**src/rtl/gpmc_master_if.sv**
```systemverilog
// Request/response port and multiplexed 16-bit GPMC bus of gpmc_master.
// The master modport is the initiator's view; slave is the user/responder side.
interface gpmc_master_if;
  logic        req_valid;
  logic        req_ready;
  logic        req_we;
  logic [15:0] req_addr;
  logic [15:0] req_wdata;
  logic [1:0]  req_be;
  logic        rsp_valid;
  logic [15:0] rsp_rdata;
  logic        rsp_err;

  logic        GPMC_CLK;
  logic        GPMC_CS;
  logic        GPMC_ADV;
  logic        GPMC_OE;
  logic        GPMC_WE;
  logic        GPMC_DIR;
  logic        GPMC_BE0;
  logic        GPMC_BE1;
  logic [15:0] GPMC_AD_OUT;
  logic        GPMC_AD_OE;
  logic [15:0] GPMC_AD_IN;
  logic        GPMC_WAIT;

  modport master (
    input  req_valid, req_we, req_addr, req_wdata, req_be, GPMC_AD_IN, GPMC_WAIT,
    output req_ready, rsp_valid, rsp_rdata, rsp_err,
    output GPMC_CLK, GPMC_CS, GPMC_ADV, GPMC_OE, GPMC_WE, GPMC_DIR,
    output GPMC_BE0, GPMC_BE1, GPMC_AD_OUT, GPMC_AD_OE
  );

  modport slave (
    output req_valid, req_we, req_addr, req_wdata, req_be, GPMC_AD_IN, GPMC_WAIT,
    input  req_ready, rsp_valid, rsp_rdata, rsp_err,
    input  GPMC_CLK, GPMC_CS, GPMC_ADV, GPMC_OE, GPMC_WE, GPMC_DIR,
    input  GPMC_BE0, GPMC_BE1, GPMC_AD_OUT, GPMC_AD_OE
  );
endinterface

```
**src/rtl/gpmc_master.sv**
```systemverilog
// Single-word multiplexed-AD GPMC initiator, GPMC_CLK = clk/2, all bus pins registered.
// Define GPMC_MASTER_WAIT_EN to honour GPMC_WAIT with a WAIT_TIMEOUT-bounded extension.
module gpmc_master #(
  parameter int unsigned RD_LATENCY   = 2,
  parameter int unsigned WAIT_TIMEOUT = 15
) (
  input logic          clk,
  input logic          rst_n,
  gpmc_master_if.master bus
);

  typedef enum logic [2:0] {S_IDLE, S_ADDR, S_LAT, S_WDATA, S_END} state_e;

  typedef struct packed {
    logic        clk;
    logic        cs;
    logic        adv;
    logic        oe;
    logic        we;
    logic        dir;
    logic [1:0]  be_n;
    logic [15:0] ad_out;
    logic        ad_oe;
  } bus_t;

  localparam bus_t BUS_IDLE = '{clk: 1'b0, cs: 1'b1, adv: 1'b1, oe: 1'b1, we: 1'b1,
                                dir: 1'b0, be_n: 2'b11, ad_out: 16'h0000, ad_oe: 1'b0};
  localparam logic [3:0] LAT_LAST = 4'(RD_LATENCY - 1);

  state_e      state_q, state_d;
  logic [3:0]  cnt_q, cnt_d;
  bus_t        bus_q, bus_d;
  logic        ready_q, ready_d;
  logic        rsp_valid_q, rsp_valid_d;
  logic        rsp_err_q, rsp_err_d;
  logic [15:0] rdata_q, rdata_d;
  logic        we_q, we_d;
  logic [15:0] addr_q, addr_d;
  logic [15:0] wdata_q, wdata_d;
  logic [1:0]  be_q, be_d;

  logic accept;
  logic phase_last;
  logic wait_ext;
  logic wait_to;

  assign accept     = bus.req_valid & ready_q;
  // Last clk of the final GPMC_CLK period of a data phase: where WAIT is judged.
  assign phase_last = ((state_q == S_LAT) || (state_q == S_WDATA)) &&
                      !bus_q.clk && (cnt_q == 4'd0);

`ifdef GPMC_MASTER_WAIT_EN
  localparam logic [7:0] WAIT_MAX = 8'(WAIT_TIMEOUT);
  logic [7:0] wcnt_q;

  assign wait_ext = bus.GPMC_WAIT && (wcnt_q != WAIT_MAX);
  assign wait_to  = bus.GPMC_WAIT && (wcnt_q == WAIT_MAX);

  always_ff @(posedge clk) begin
    if (!rst_n)                     wcnt_q <= 8'd0;
    else if (state_q == S_ADDR)     wcnt_q <= 8'd0;
    else if (phase_last && wait_ext) wcnt_q <= wcnt_q + 8'd1;
  end
`else
  logic unused_wait;
  assign unused_wait = bus.GPMC_WAIT;
  assign wait_ext    = 1'b0;
  assign wait_to     = 1'b0;
`endif

  // Request payload captured on accept, held for the whole transaction.
  assign we_d    = accept ? bus.req_we    : we_q;
  assign addr_d  = accept ? bus.req_addr  : addr_q;
  assign wdata_d = accept ? bus.req_wdata : wdata_q;
  assign be_d    = accept ? bus.req_be    : be_q;

  // NOTE: every variable gets a default before the case so no path leaves it unassigned (no latch).
  always_comb begin
    state_d     = state_q;
    cnt_d       = cnt_q;
    rsp_valid_d = 1'b0;
    rsp_err_d   = 1'b0;
    rdata_d     = rdata_q;
    bus_d       = BUS_IDLE;
    bus_d.clk   = 1'b0;

    case (state_q)
      S_IDLE: begin
        if (accept) begin
          state_d   = S_ADDR;
          cnt_d     = 4'd1;
          bus_d.clk = 1'b1;
        end
      end
      default: begin
        bus_d.clk = ~bus_q.clk;
        // Phase changes only at the end of a whole GPMC_CLK period.
        if (!bus_q.clk) begin
          if (cnt_q != 4'd0) begin
            cnt_d = cnt_q - 4'd1;
          end else begin
            case (state_q)
              S_ADDR: begin
                state_d = we_q ? S_WDATA : S_LAT;
                cnt_d   = we_q ? 4'd0 : LAT_LAST;
              end
              S_LAT, S_WDATA: begin
                if (!wait_ext) begin
                  state_d     = S_END;
                  rsp_valid_d = 1'b1;
                  rsp_err_d   = wait_to;
                  if (state_q == S_LAT) rdata_d = bus.GPMC_AD_IN;
                end
              end
              S_END: begin
                state_d   = S_IDLE;
                bus_d.clk = 1'b0;
              end
              default: state_d = S_IDLE;
            endcase
          end
        end
      end
    endcase

    case (state_d)
      S_ADDR: begin
        bus_d.cs     = 1'b0;
        bus_d.adv    = 1'b0;
        bus_d.be_n   = ~be_d;
        bus_d.ad_out = addr_d;
        bus_d.ad_oe  = 1'b1;
      end
      S_LAT: begin
        bus_d.cs   = 1'b0;
        bus_d.oe   = 1'b0;
        bus_d.dir  = 1'b1;
        bus_d.be_n = ~be_d;
      end
      S_WDATA: begin
        bus_d.cs     = 1'b0;
        bus_d.we     = 1'b0;
        bus_d.be_n   = ~be_d;
        bus_d.ad_out = wdata_d;
        bus_d.ad_oe  = 1'b1;
      end
      default: ;
    endcase

    ready_d = (state_d == S_IDLE);
  end

  // NOTE: sequential state uses non-blocking assignments only, so every flop sees pre-edge values.
  always_ff @(posedge clk) begin
    if (!rst_n) begin
      state_q     <= S_IDLE;
      cnt_q       <= 4'd0;
      bus_q       <= BUS_IDLE;
      ready_q     <= 1'b0;
      rsp_valid_q <= 1'b0;
      rsp_err_q   <= 1'b0;
      rdata_q     <= 16'h0000;
    end else begin
      state_q     <= state_d;
      cnt_q       <= cnt_d;
      bus_q       <= bus_d;
      ready_q     <= ready_d;
      rsp_valid_q <= rsp_valid_d;
      rsp_err_q   <= rsp_err_d;
      rdata_q     <= rdata_d;
    end
  end

  // NOTE: payload registers have no reset; they are always loaded on accept before being used.
  always_ff @(posedge clk) begin
    we_q    <= we_d;
    addr_q  <= addr_d;
    wdata_q <= wdata_d;
    be_q    <= be_d;
  end

  assign bus.req_ready   = ready_q;
  assign bus.rsp_valid   = rsp_valid_q;
  assign bus.rsp_err     = rsp_err_q;
  assign bus.rsp_rdata   = rdata_q;
  assign bus.GPMC_CLK    = bus_q.clk;
  assign bus.GPMC_CS     = bus_q.cs;
  assign bus.GPMC_ADV    = bus_q.adv;
  assign bus.GPMC_OE     = bus_q.oe;
  assign bus.GPMC_WE     = bus_q.we;
  assign bus.GPMC_DIR    = bus_q.dir;
  assign bus.GPMC_BE0    = bus_q.be_n[0];
  assign bus.GPMC_BE1    = bus_q.be_n[1];
  assign bus.GPMC_AD_OUT = bus_q.ad_out;
  assign bus.GPMC_AD_OE  = bus_q.ad_oe;

endmodule

```
**src/flat_wrapper.sv**
```systemverilog
// flat-port wrapper written by rule: the top's interface ports become plain ports
module gpmc_master_flat 
#(
  parameter int unsigned RD_LATENCY   = 2,
  parameter int unsigned WAIT_TIMEOUT = 15
)
  (clk, rst_n, bus_req_valid, bus_req_we, bus_req_addr, bus_req_wdata, bus_req_be, bus_GPMC_AD_IN, bus_GPMC_WAIT, bus_req_ready, bus_rsp_valid, bus_rsp_rdata, bus_rsp_err, bus_GPMC_CLK, bus_GPMC_CS, bus_GPMC_ADV, bus_GPMC_OE, bus_GPMC_WE, bus_GPMC_DIR, bus_GPMC_BE0, bus_GPMC_BE1, bus_GPMC_AD_OUT, bus_GPMC_AD_OE);
  gpmc_master_if bus_i ();
  input logic clk;
  input logic rst_n;
  input wire logic [$bits(bus_i.req_valid)-1:0] bus_req_valid;
  input wire logic [$bits(bus_i.req_we)-1:0] bus_req_we;
  input wire logic [$bits(bus_i.req_addr)-1:0] bus_req_addr;
  input wire logic [$bits(bus_i.req_wdata)-1:0] bus_req_wdata;
  input wire logic [$bits(bus_i.req_be)-1:0] bus_req_be;
  input wire logic [$bits(bus_i.GPMC_AD_IN)-1:0] bus_GPMC_AD_IN;
  input wire logic [$bits(bus_i.GPMC_WAIT)-1:0] bus_GPMC_WAIT;
  output wire logic [$bits(bus_i.req_ready)-1:0] bus_req_ready;
  output wire logic [$bits(bus_i.rsp_valid)-1:0] bus_rsp_valid;
  output wire logic [$bits(bus_i.rsp_rdata)-1:0] bus_rsp_rdata;
  output wire logic [$bits(bus_i.rsp_err)-1:0] bus_rsp_err;
  output wire logic [$bits(bus_i.GPMC_CLK)-1:0] bus_GPMC_CLK;
  output wire logic [$bits(bus_i.GPMC_CS)-1:0] bus_GPMC_CS;
  output wire logic [$bits(bus_i.GPMC_ADV)-1:0] bus_GPMC_ADV;
  output wire logic [$bits(bus_i.GPMC_OE)-1:0] bus_GPMC_OE;
  output wire logic [$bits(bus_i.GPMC_WE)-1:0] bus_GPMC_WE;
  output wire logic [$bits(bus_i.GPMC_DIR)-1:0] bus_GPMC_DIR;
  output wire logic [$bits(bus_i.GPMC_BE0)-1:0] bus_GPMC_BE0;
  output wire logic [$bits(bus_i.GPMC_BE1)-1:0] bus_GPMC_BE1;
  output wire logic [$bits(bus_i.GPMC_AD_OUT)-1:0] bus_GPMC_AD_OUT;
  output wire logic [$bits(bus_i.GPMC_AD_OE)-1:0] bus_GPMC_AD_OE;
  assign bus_i.req_valid = bus_req_valid;
  assign bus_i.req_we = bus_req_we;
  assign bus_i.req_addr = bus_req_addr;
  assign bus_i.req_wdata = bus_req_wdata;
  assign bus_i.req_be = bus_req_be;
  assign bus_i.GPMC_AD_IN = bus_GPMC_AD_IN;
  assign bus_i.GPMC_WAIT = bus_GPMC_WAIT;
  assign bus_req_ready = bus_i.req_ready;
  assign bus_rsp_valid = bus_i.rsp_valid;
  assign bus_rsp_rdata = bus_i.rsp_rdata;
  assign bus_rsp_err = bus_i.rsp_err;
  assign bus_GPMC_CLK = bus_i.GPMC_CLK;
  assign bus_GPMC_CS = bus_i.GPMC_CS;
  assign bus_GPMC_ADV = bus_i.GPMC_ADV;
  assign bus_GPMC_OE = bus_i.GPMC_OE;
  assign bus_GPMC_WE = bus_i.GPMC_WE;
  assign bus_GPMC_DIR = bus_i.GPMC_DIR;
  assign bus_GPMC_BE0 = bus_i.GPMC_BE0;
  assign bus_GPMC_BE1 = bus_i.GPMC_BE1;
  assign bus_GPMC_AD_OUT = bus_i.GPMC_AD_OUT;
  assign bus_GPMC_AD_OE = bus_i.GPMC_AD_OE;
  gpmc_master #(.RD_LATENCY(RD_LATENCY), .WAIT_TIMEOUT(WAIT_TIMEOUT)) u_core (.clk(clk), .rst_n(rst_n), .bus(bus_i));
endmodule
```
**config.mk**
```make
export PLATFORM = sky130hd
export DESIGN_NAME = gpmc_master_flat
export DESIGN_NICKNAME = d
export VERILOG_FILES = /design/src/rtl/gpmc_master_if.sv /design/src/rtl/gpmc_master.sv /design/src/flat_wrapper.sv
export SDC_FILE = /design/constraint.sdc
export NUM_CORES = 1
export LEC_CHECK = 0
export ABC_AREA = 1
export CAP_MARGIN = 20
export CORE_MARGIN = 2
export CORE_UTILIZATION = 30
export CTS_CLUSTER_DIAMETER = 150
export DETAILED_ROUTE_END_ITERATION = 8
export SLEW_MARGIN = 20
export SYNTH_ARGS = -nofsm -noshare
export SYNTH_HDL_FRONTEND = slang
export SYNTH_SLANG_ARGS = --single-unit
```
**constraint.sdc**
```tcl
create_clock -name clk -period 2.1 [get_ports clk]
set_clock_uncertainty 0.1 [all_clocks]
set_input_delay 0.525 -clock clk [delete_from_list [all_inputs] [get_ports clk]]
set_output_delay 0.525 -clock clk [all_outputs]
set_load 0.01 [all_outputs]
```
==> impl_metrics.ini, run 1 <==
[outcome]
run_status = completed

[yosys]
fraction_of_the_yosys_area_taken_by_sequential_cells_pct = 56.13
synthesis.nets = 447
synth.cell_area_sq_um = 3049
ys_types = 27
synth_seq_cells = 85
syn_avg_cell_area_sq_um = 7.798
synth.yosys.warnings = 0
synthesis.instances = 391

[drt]
top_layer_used = met4
drt_iter0_markers = 117
routed_wirelength_microns = 7405
wl_met1_microns = 3548
viasPerCell = 4.384
met3RoutedLength_microns = 313
detail_route.wl_per_cell_microns = 11.79
vias = 2753
drcViolationCount = 0
route.antenna.remaining_nets = 0
routed-wl-met2_microns = 3408
drt_pass1_iterations = 4

[power]
sw_frac_of_total_pct = 38.87
clock_network_fraction_of_design_power_pct = 16.3
total_leakage_power_nw = 1.985
combinationalPowerShare_pct = 43.1
power_density_nw_per_um2 = 1351
power_frac_seq_pct = 40.7
p_sw_mw = 2.276
p_int_mw = 3.580
peakVddDrop_mv = 0.5417

[layout]
post_layout_nonfiller_instances = 628
antenna_cells_inserted = 0
design.final.nets = 548
multi_input_comb_area_sq_um = 1192
layout.filler_cells = 1028
layout.area.seq_sq_um = 1712
drive_gt1_share_pct = 7.475
area_growth_syn_to_fin_pct = 42.10

[grt]
antenna_found_initial = 0
grt_pass1_wl_microns = 12650
track_usage_pct = 14.15
first_global_vias = 2676
grt_max_degree = 36
grt_remaining_overflow = 0

[placed_design]
numPlacedInstances = 614
finalWeightedCongestion = 0.7771
place.port_buffers = 96
post-place-ws_ns = 0.05899
detailedPlacementHpwl_microns = 5024

[clock_network]
max-clock-path-buffers = 2
numClockSinks = 85
cts.htree.levels = 3
post_cts.resized_instances = 0
clock_insertion_delay_worst_skew_ns = 0.34
cts_buffers = 9
cts_hold_buf = 0
clkTransAtPathRegs_ns = 0.08
clock_tree.root_cell = clkbuf_8
cts_setup_buffers = 0
clock_tree_from_tritoncts = done

[setup_path]
setup.worst_path.class = reg2out
worstPathRequired_ns = 1.47
cp-start-kind = register
worst-path-max-fanout = 2
timing.critical_path.buf_inv = 1
setup.worst_path.start = u_core.bus.req_ready$_SDFF_PN0_
critPathSlowestCell = clkdlybuf4s50_1
crit_path_max_incr_delay_ns = 0.55
crit-reg2reg-launch = u_core.cnt_q[0]$_SDFFE_PN0P_
worst_path_dominant_cell_family = buffers and inverters
critical_path_cell_by_cell = clkdlybuf4s50_1
arrival_time_at_the_worst_endpoint_ns = 1.26
cp-end-kind = primary output

[flow_run]
timing.max_cap.violations = 0

[timing]
fin_crit_sh_pct = 89.63
finalHoldViolations = 0
unrepaired_setup_endpoints_after_global_routing = no
setup_total_negative_slack_ns = 0
period_needed_ns = 1.882
finalSetupViolations = 0
fmax_mhz = 531.3
timing.final.max_slew_violations = 0
layout_setup_ws_ns = 0.2177

[floorplanning]
design.core.area_sq_um = 9819
floorplan.die.width_microns = 104.8
full_die_area_sq_um = 10990
std_cell_rows = 36
top_level_ports = 99
die_y_microns = 104.8
start_util_pct = 31.05

[worst_hold_path]
hold_path.startpoint = u_core.wdata_q[10]$_DFF_P_
worst_hold_path_type = reg2reg
[worst reg2reg max path, delay by kind of cell, from the launching register on]
kind                     cells  cell delay, ns
flip-flops                   1            0.34
AND/OR/NAND/NOR              5            0.68
buffers and inverters        2            0.32
adder cells (fa/ha/maj)      1            0.30
[cell usage after synthesis]
cell type,instances,area [sq um]
inv_2,2,7.510
and3_1,1,6.260
nor2_4,5,56.30
o211ai_1,1,7.510
nor2_2,1,6.260
clkbuf_1,4,15.01
a21oi_1,2,10.01
nand3_2,3,30.03
edfxtp_1,1,30.03
nand3_1,23,115.1
nand2_1,162,608.1
o21ai_1,2,10.01
nand2_4,2,22.52
nand4_1,3,18.77
buf_2,1,5.000
buf_1,4,15.01
o21ai_0,17,85.08
nand2_2,2,12.51
ha_1,1,12.51
dfxtp_1,84,1682
buf_4,1,7.510
nor3_1,3,15.01
inv_1,15,56.30
clkbuf_2,1,5.000
conb_1,1,3.750
nor2_1,46,172.7
buf_6,3,33.78
[sequential cells by signal (all words and copies together) (netlist names), 2 cells and up]
signal                  count
u_core.addr_q              16
u_core.bus.GPMC_AD_OUT     16
u_core.bus.rsp_rdata       16
u_core.wdata_q             16
u_core.cnt_q                4
u_core.state_q              3
u_core.be_q                 2
[kinds of logic (layout without fill, tap and decap cells)]
logic type / Yosys count / count (layout) / synth area share [%]
compound gates: 22 / 22 / 3.693
fa+ha+maj: 1 / 1 / 0.4103
buf+inv: 31 / 135 / 4.759
flops: 85 / 85 / 56.13
other cells: 1 / 1 / 0.1230
simple gates: 251 / 251 / 34.88
[layout make-up]
type	count	share of cell area, %
clock inverter	5	0.6642
tap	133	3.841
timing repair buffer	104	24.14
clock buffer	9	2.859
sequential	85	39.50
multi-input combinational	275	27.52
inverter	17	1.473
[path summary, 6_finish.rpt]
kind / endpoint / slack [ns] / cells after the start
worst min register to register: u_core.wdata_q[10]$_DFF_P_ / 0.36 / 2
worst max-delay path: bus_req_ready / 0.22 / 1
worst min-delay path: u_core.wdata_q[10]$_DFF_P_ / 0.36 / 2
worst max register to register: u_core.bus.GPMC_AD_OUT[9]$_SDFF_PN0_ / 0.30 / 8
[per-stage QoR]
step                hold WS [ns]  utilization (%)  cell area (sq um)  total power, mW
floorplan                 0.3227                -               3049            4.043
global placement          0.3327            42.57               4180            4.879
detailed placement        0.3356            42.57               4180            4.946
CTS                       0.3583            44.13               4333            5.930
global route              0.3702            44.13               4333            6.342
finish                    0.3554            44.13               4333            5.856
[cell usage in the layout, fill, tap and decap left out, drive strengths merged]
| cell | netlist | layout |
|---|---|---|
| nand2 | 166 | 166 |
| ha | 1 | 1 |
| dfxtp | 84 | 84 |
| nor2 | 52 | 52 |
| clkbuf | 5 | 9 |
| clkinv | 0 | 3 |
| o211ai | 1 | 1 |
| o21ai | 19 | 19 |
| conb | 1 | 1 |
| inv | 17 | 18 |
| and3 | 1 | 1 |
| nor3 | 3 | 3 |
| nand4 | 3 | 3 |
| buf | 9 | 8 |
| nand3 | 26 | 26 |
| clkdlybuf4s50 | 0 | 96 |
| a21oi | 2 | 2 |
| clkinvlp | 0 | 1 |
| edfxtp | 1 | 1 |
[power groups by stage]
stage / clock network, mW / registers, mW / logic [mW]
after floorplan: 0 / 2.46 / 1.58
after global placement: 0 / 2.40 / 2.48
after detailed placement: 0 / 2.41 / 2.54
after CTS: 0.996 / 2.38 / 2.55
after global routing: 1.05 / 2.44 / 2.85
final: 0.953 / 2.38 / 2.52
[metal layers]
| metal | track usage [%] | up-vias |
|---|---|---|
| li1 | - | 1416 |
| met1 | 17.98 | 1261 |
| met2 | 23.05 | 67 |
| met3 | 3.431 | 9 |
| met4 | 5.619 | 0 |
| met5 | 0 | - |
Note: power is estimated with default switching activity, not from simulation.
==> run 2, diff against run 1 <==
--- a/config.mk
+++ b/config.mk
@@ -7,10 +7,12 @@
 export LEC_CHECK = 0
 export ABC_AREA = 1
 export CAP_MARGIN = 20
+export CORE_ASPECT_RATIO = 0.75
 export CORE_MARGIN = 2
 export CORE_UTILIZATION = 30
 export CTS_CLUSTER_DIAMETER = 150
 export DETAILED_ROUTE_END_ITERATION = 8
+export GPL_TIMING_DRIVEN = 0
 export SLEW_MARGIN = 20
 export SYNTH_ARGS = -nofsm -noshare
 export SYNTH_HDL_FRONTEND = slang
==> constraint.sdc (replaced) <==
create_clock -name clk -period 2.45 [get_ports clk]
set_clock_uncertainty 0.1 [all_clocks]
set_input_delay 0.6125 -clock clk [delete_from_list [all_inputs] [get_ports clk]]
set_output_delay 0.6125 -clock clk [all_outputs]
set_load 0.01 [all_outputs]
==> run 2 against run 1 <==
First-iteration DRC count shrank 31%. Combinational power shrank 14%. Sequential share of layout area shrank 1.3 points. Utilization grew 1.8 points. Register-to-register slack gained 0.15 ns. Critical path depth grew 9. Via count shrank 0.33%. Hold slack lost 0.0037 ns. Routed wire length grew 3.8%. Clock power grew 45%. Non-clock buffer count grew 6. Global-route usage grew 0.79 points. Largest power group unchanged.
==> impl_metrics.ini, run 2 (same netlist as run 1, synthesis figures left out) <==
[outcome]
run_status = completed

[timing]
unrepaired_setup_endpoints_after_global_routing = no
layout_setup_ws_ns = 0.2379
max_slew_margin_pct = 65.23
finalHoldViolations = 0
timing.final.max_slew_violations = 0
finalSetupViolations = 0
fmax_mhz = 452.1
fin_crit_sh_pct = 90.29
period_needed_ns = 2.212
timing_worst_slew_pin_value_ns = 0.5216

[layout]
layout.filler_cells = 996
antenna_cells_inserted = 0
finished_cell_area_sq_um = 4484
drive_gt1_share_pct = 7.356
area_growth_syn_to_fin_pct = 47.07
post_layout_util_pct = 45.88
post_layout_nonfiller_instances = 635
most-common-layout-cells = nand2_1, clkdlybuf4s50_1, dfxtp_1
layout.cells.most_common = nand2_1
design.final.nets = 554

[clock_network]
post_cts.resized_instances = 0
numClockSinks = 85
clock_tree.root_cell = clkbuf_16
cts.htree.levels = 3
clkTransAtPathRegs_ns = 0.07
max-clock-path-buffers = 2
clock_insertion_delay_worst_skew_ns = 0.33
cts_setup_buffers = 0
cts_buffers = 9
cts_hold_buf = 0
clock_tree_from_tritoncts = done

[placed_design]
detailedPlacementHpwl_microns = 5749
place.port_buffers = 96
finalWeightedCongestion = 0.7910
post-place-ws_ns = -0.1151
numPlacedInstances = 619
placed_cell_area_sq_um = 4175

[grt]
first_global_vias = 2766
grt_max_degree = 16
antenna_found_initial = 0
grt_pass1_wl_microns = 13120
track_usage_pct = 14.95
grt_remaining_overflow = 0

[worst_hold_path]
worst_hold_path_type = reg2reg
timing.hold.worst_path_depth = 2

[setup_path]
crit-reg2reg-launch = u_core.cnt_q[0]$_SDFFE_PN0P_
worstPathRequired_ns = 2.63
worst-path-max-fanout = 10
setup.worst_path.class = in2reg
r2r.worst_path.cells = 8
cp-end-kind = register
cp_capture_point = u_core.bus.GPMC_AD_OUT[11]$_SDFF_PN0_
ff2ff_setup_slack_ns = 0.45
setup.worst_path.start = bus_req_valid
reg2reg_to = u_core.bus.rsp_rdata[2]$_SDFFE_PN0P_
cp-start-kind = input pin
arrival_time_at_the_worst_endpoint_ns = 2.39

[flow_run]
timing.max_cap.violations = 0

[drt]
viasPerCell = 4.321
detail_route.wl_per_cell_microns = 12.11
vias = 2744
routed_wirelength_microns = 7688
drt_iter0_markers = 81
drcViolationCount = 0
route.antenna.remaining_nets = 0
drt_pass1_iterations = 5

[floorplanning]
full_die_area_sq_um = 10990
floorplan.die.width_microns = 120.4
std_cell_rows = 31
top_level_ports = 99
design.core.area_sq_um = 9774
start_util_pct = 31.20
die_y_microns = 91.31

[power]
total_leakage_power_nw = 2.051
power_density_nw_per_um2 = 1244
peakVddDrop_mv = 0.4855
run 2: per-stage QoR:
step	hold slack (ns)	power, mW	setup TNS, ns
4_1_cts	0.3540	5.644	0
3_5_place_dp	0.3360	4.230	-0.9872
6_report	0.3516	5.580	0
5_1_grt	0.3675	6.019	0
2_1_floorplan	0.3227	3.465	0
3_3_place_gp	0.3326	4.171	-1.059
run 2: area by class of cell:
class	instances	area [sq um]	area share (%)
plain buffers	14	81.33	1.814
clock buffers	10	239.0	5.329
clock inverters	6	70.07	1.563
inverters	17	63.81	1.423
multi-input cells	275	1192	26.59
flip-flops and latches	85	1712	38.17
well taps	132	165.2	3.683
repair buffers	96	960.9	21.43
run 2: worst min path at each step:
stage	to	startpoint	slack (ns)
finish	u_core.wdata_q[7]$_DFF_P_	u_core.wdata_q[7]$_DFF_P_	0.35
global route	u_core.wdata_q[9]$_DFF_P_	u_core.wdata_q[9]$_DFF_P_	0.37
CTS	u_core.wdata_q[7]$_DFF_P_	u_core.wdata_q[7]$_DFF_P_	0.35
detailed placement	u_core.wdata_q[7]$_DFF_P_	u_core.wdata_q[7]$_DFF_P_	0.34
global placement	u_core.wdata_q[2]$_DFF_P_	u_core.wdata_q[2]$_DFF_P_	0.33
floorplan	u_core.addr_q[0]$_DFF_P_	u_core.addr_q[0]$_DFF_P_	0.32
run 2: critical path, cell delays in order:
cell and delay [ns]:
clkdlybuf4s50_1 0.46, nand2_1 0.19, inv_2 0.21, nand3_1 0.15, nand3_2 0.14, nand2_1 0.09
nor2_4 0.23, buf_6 0.18, nand2_1 0.06, nand2_1 0.06
run 2: layer usage:
| layer | GRT usage [%] | wire length, microns | up-vias |
|---|---|---|---|
| met5 | 0 | 0 | - |
| met4 | 5.717 | 126 | 0 |
| met3 | 4.209 | 405 | 8 |
| met2 | 23.96 | 3493 | 66 |
| met1 | 19.05 | 3663 | 1236 |
| li1 | - | - | 1434 |
run 2: report_power, final:
part / leakage, nW / total [mW] / internal, mW / switching [mW]
sequential: 0.701 / 2.04 / 1.86 / 0.174
clock: 0.153 / 1.38 / 0.827 / 0.557
combinational: 1.20 / 2.16 / 0.847 / 1.31
==> RTL edit 1: new RTL, config.mk and constraints of run 1 <==
Encoding of `state_e`: now one-hot (5 bits for 5 states).
--- a/src/rtl/gpmc_master.sv
+++ b/src/rtl/gpmc_master.sv
@@ -11,3 +11,3 @@
 
-  typedef enum logic [2:0] {S_IDLE, S_ADDR, S_LAT, S_WDATA, S_END} state_e;
+  typedef enum logic [4:0] {S_IDLE = 5'b00001, S_ADDR = 5'b00010, S_LAT = 5'b00100, S_WDATA = 5'b01000, S_END = 5'b10000} state_e;
 
Check against the original RTL: no difference found for any inputs over 10 cycles, from zero or initial values and one cycle with rst_n low; not proved beyond that.
==> RTL edit 1 against run 1 <==
Utilization up 0.18 points. Synthesized cell count up 7.4%. Power down 8.1%. Synthesized area up 9.6%. Design area up 11%. Sequential cell count up 2. Routed wire length up 8.9%. Worst hold slack better by 0.0029 ns. Maximum frequency down 3.9%. Worst setup slack worse by 0.077 ns. Via count up 6.7%. Critical path type is now flop to flop. Largest cell class unchanged.
==> RTL edit 1: results (changes against run 1) <==
* Num sequential at 87 (+2.4%)
* Combinational share of power at 36.4% (-6.7 points)
* WL/cell at 11.9 microns (+1.1%)
* Vias in the first global route at 2810 (+5.0%)
* Worst hold slack at 0.358 ns (+0.00290 ns)
* Synth Area in Compound Gates at 7.04% (+3.3 points)
* Status: finished clean
* Crit-path max cell delay at 0.33 ns (-0.22 ns)
* Pre-CTS WS at -0.0995 ns (-0.159 ns)
* Metal2 WL at 3.90 mm (+14%)
* HPWL Detailed at 5.90 mm (+17%)
* Layout clock buffers at 10 (+1)
* Clock-cell share of area at 4.43% (+0.91 points)
* Sequential area share after synthesis at 52.4% (-3.7 points)
* DRT met1 WL at 3.76 mm (+5.9%)
* P_int at 3.42 mW (-4.6%)
* Crit path max-delay family: simple AND/OR/NAND/NOR gates
* Worst r2r path cells at 11 (+3)
* Crit path max fanout at 6 (+4)
* Post-Synth Adder-Cell Area at 0.749% (+0.34 points)
* Area of the multi-input gates at 1360 sq um (+14%)
* Data arrival time of the critical path at 2.10 ns (+0.84 ns)
* Invs w/o clock at 43 (+26)
* Pin count of the biggest net entering global routing at 33 (-8.3%)
* Multi-input combinational cell count at 274 (-0.36%)
* Top cells by count, synth: 151 x nand2_1, 86 x dfxtp_1, 36 x inv_1, 23 x a21oi_1, 20 x o21ai_0
* Register Area at 1750 sq um (+2.3%)
* VDD IR max at 0.454 mV (-16%)
* Max Clock Freq at 511 MHz (-3.9%)
* Top cells by area, synth: dfxtp_1 52%, nand2_1 17%, inv_1 4.0%, a21oi_1 3.4%, nand2_2 3.2%
* Data buffer area share at 23.7% (-0.41 points)
* Hold path start: u_core.addr_q[13]
* DR vias/cell at 4.34 (-0.89%)
* Seq pwr at 2.20 mW (-8%)
* Fin nets at 588 (+7.3%)
* Gr usage total at 13.8% (-0.36 points)
* Reg-to-reg critical path endpoint: u_core.bus.GPMC_BE0
## RTL edit 1: tightest hold or removal path, stage by stage (launching register included)
cell and delay (ns):
dfxtp_1 0.31, nand2_1 0.04, nand2_1 0.07
## RTL edit 1: metal layers
| layer | vias up | track usage, % |
|---|---|---|
| met5 | - | 0 |
| met4 | 0 | 6.15 |
| met3 | 10 | 2.25 |
| met2 | 55 | 22.9 |
| met1 | 1326 | 17.6 |
| li1 | 1546 | - |
## RTL edit 1: metrics by stage
stage	TNS [ns]	instances	instance area [sq um]	utilization (%)	total power [mW]
5_1_grt	0	676	4800	44.3	5.77
6_report	0	676	4800	44.3	5.38
3_3_place_gp	-0.172	660	4570	42.1	4.10
4_1_cts	0	676	4780	44.1	5.40
2_1_floorplan	0	420	3340	-	3.48
3_5_place_dp	-0.353	660	4570	42.1	4.15
## RTL edit 1: what timing repair did
action / CTS / global route
setup endpoints to repair: 0 / 19
setup buffers: 0 / 0
hold endpoints to repair: 0 / 0
gates resized for setup: 0 / 6
==> RTL edit 2: new RTL, config.mk and constraints of run 1 <==
Made on the original files. Build with the macro `GPMC_MASTER_WAIT_EN` defined.
--- a/src/rtl/gpmc_master.sv
+++ b/src/rtl/gpmc_master.sv
@@ -2,2 +2,4 @@
 // Define GPMC_MASTER_WAIT_EN to honour GPMC_WAIT with a WAIT_TIMEOUT-bounded extension.
+`define GPMC_MASTER_WAIT_EN
+
 module gpmc_master #(
Check against the original RTL: not equivalent (Yosys sat finds a counterexample within 10 cycles, from zero or initial values and one cycle with rst_n low).
==> RTL edit 2 against run 1 <==
The flow now finishes with violations (design-rule violations). Design area up 18%. Synthesized area is 17% higher. Global-route usage fell by 0.10 points. Largest cell class unchanged. Highest routed layer unchanged. Clock power is 61% higher. Sequential cell count up 9. Routed wire length up 19%. Worst setup slack got worse by 0.076 ns. Register-to-register slack worse by 0.11 ns. Sequential power up 3%. First-iteration DRC count rose by 14%. Power grew 3.5%. Synthesized cell count up 16%.
==> RTL edit 2: results (changes against run 1) <==
* Failing checks: design-rule violations
* Leakage at 2.20 nW (+11%)
* Vias in the first global route at 3177 (+19%)
* # DRC at 10 (+10)
* Filler cells at 1144 (+11%)
* Top cells by area, synth: dfxtp_1 52%, nand2_1 15%, nand3_1 5.8%, inv_1 4.4%, a21oi_1 3.5%
* Invs w/o clock at 46 (+29)
* Hold path start: u_core.bus.rsp_rdata[0]
* Wirelength, routed at 8.79 mm (+19%)
* Worst hold slack at 0.344 ns (-0.0116 ns)
* HPWL Detailed at 6.38 mm (+27%)
* Post-Synth XOR/XNOR Area at 0.245% (+0.25 points)
* Drt pass-1 iters at 6 (+2)
* Status: finished, violations left
* Data buffer area share at 22.7% (-1.4 points)
* Placed Area at 4820 sq um (+15%)
* Data arrival time of the critical path at 1.33 ns (+0.07 ns)
* Pre-CTS WS at -0.0505 ns (-0.110 ns)
* PortBufs at 98 (+2.1%)
* Sequential area share after synthesis at 53.0% (-3.1 points)
* Synth Register Bits at 94 (+11%)
* Share of cells above drive strength 1 at 10.6% (+3.1 points)
* Crit path max fanout at 4 (+2)
* DR vias/cell at 4.44 (+1.2%)
* Clk slew on worst S/H paths at 0.06 ns (-0.02 ns)
* CTS root buf: clkbuf_16
* Dpl cells at 695 (+13%)
* RePlAce Congestion at 0.832 (+7.1%)
* Layout clock buffers at 10 (+1)
* Critical path destination: bus_GPMC_CLK
* Area of the multi-input gates at 1420 sq um (+19%)
* Gr usage total at 14.1% (-0.10 points)
* P_int at 4.00 mW (+12%)
* VDD IR max at 0.496 mV (-8.3%)
* Wire length of the first global-routing pass at 14.4 mm (+14%)
* Cells after synthesis at 452 (+16%)
* Synth Area in Compound Gates at 8.59% (+4.9 points)
* Reg-to-reg slack, setup at 0.19 ns (-0.11 ns)
* Die Area at 12800 sq um (+16%)
* Multi-input combinational cell count at 295 (+7.3%)
* Worst r2r path cells at 11 (+3)
* Crit-path max cell delay at 0.59 ns (+0.04 ns)
* Final worst path period share at 93.3% (+3.6 points)
* Post-synthesis cell type count at 33 (+22%)
RTL edit 2: cell types whose count changed in the layout (fill, tap and decap cells not counted), moves of 10 or more:
cell | run 1 | this run
a21oi_1 | 2 | 25
nand2_1 | 162 | 145
buf_4 | 6 | 16
nand3_1 | 23 | 41
inv_1 | 15 | 42
nor2_1 | 46 | 18
RTL edit 2: power by group through the flow:
stage,Sequential (mW),Combinational [mW],Clock (mW)
floorplan,2.52,1.23,0
global placement,2.49,2.05,0
detailed placement,2.50,2.08,0
CTS,2.46,2.10,1.57
global route,2.50,2.34,1.65
finish,2.46,2.07,1.53
RTL edit 2: layer usage:
metal	share of wire (%)	up-vias	track usage, %	wire length [microns]
met5	0	-	0	0
met4	1.3	0	4.31	116
met3	6.1	10	4.23	539
met2	47	87	24.1	4160
met1	45	1400	17.0	3980
li1	-	1658	-	-
RTL edit 2: stage by stage:
stage	TNS, ns	total power, mW
final	0	6.06
after global routing	0	6.49
after CTS	0	6.13
after detailed placement	-0.143	4.58
after global placement	0	4.54
after floorplan	0	3.74
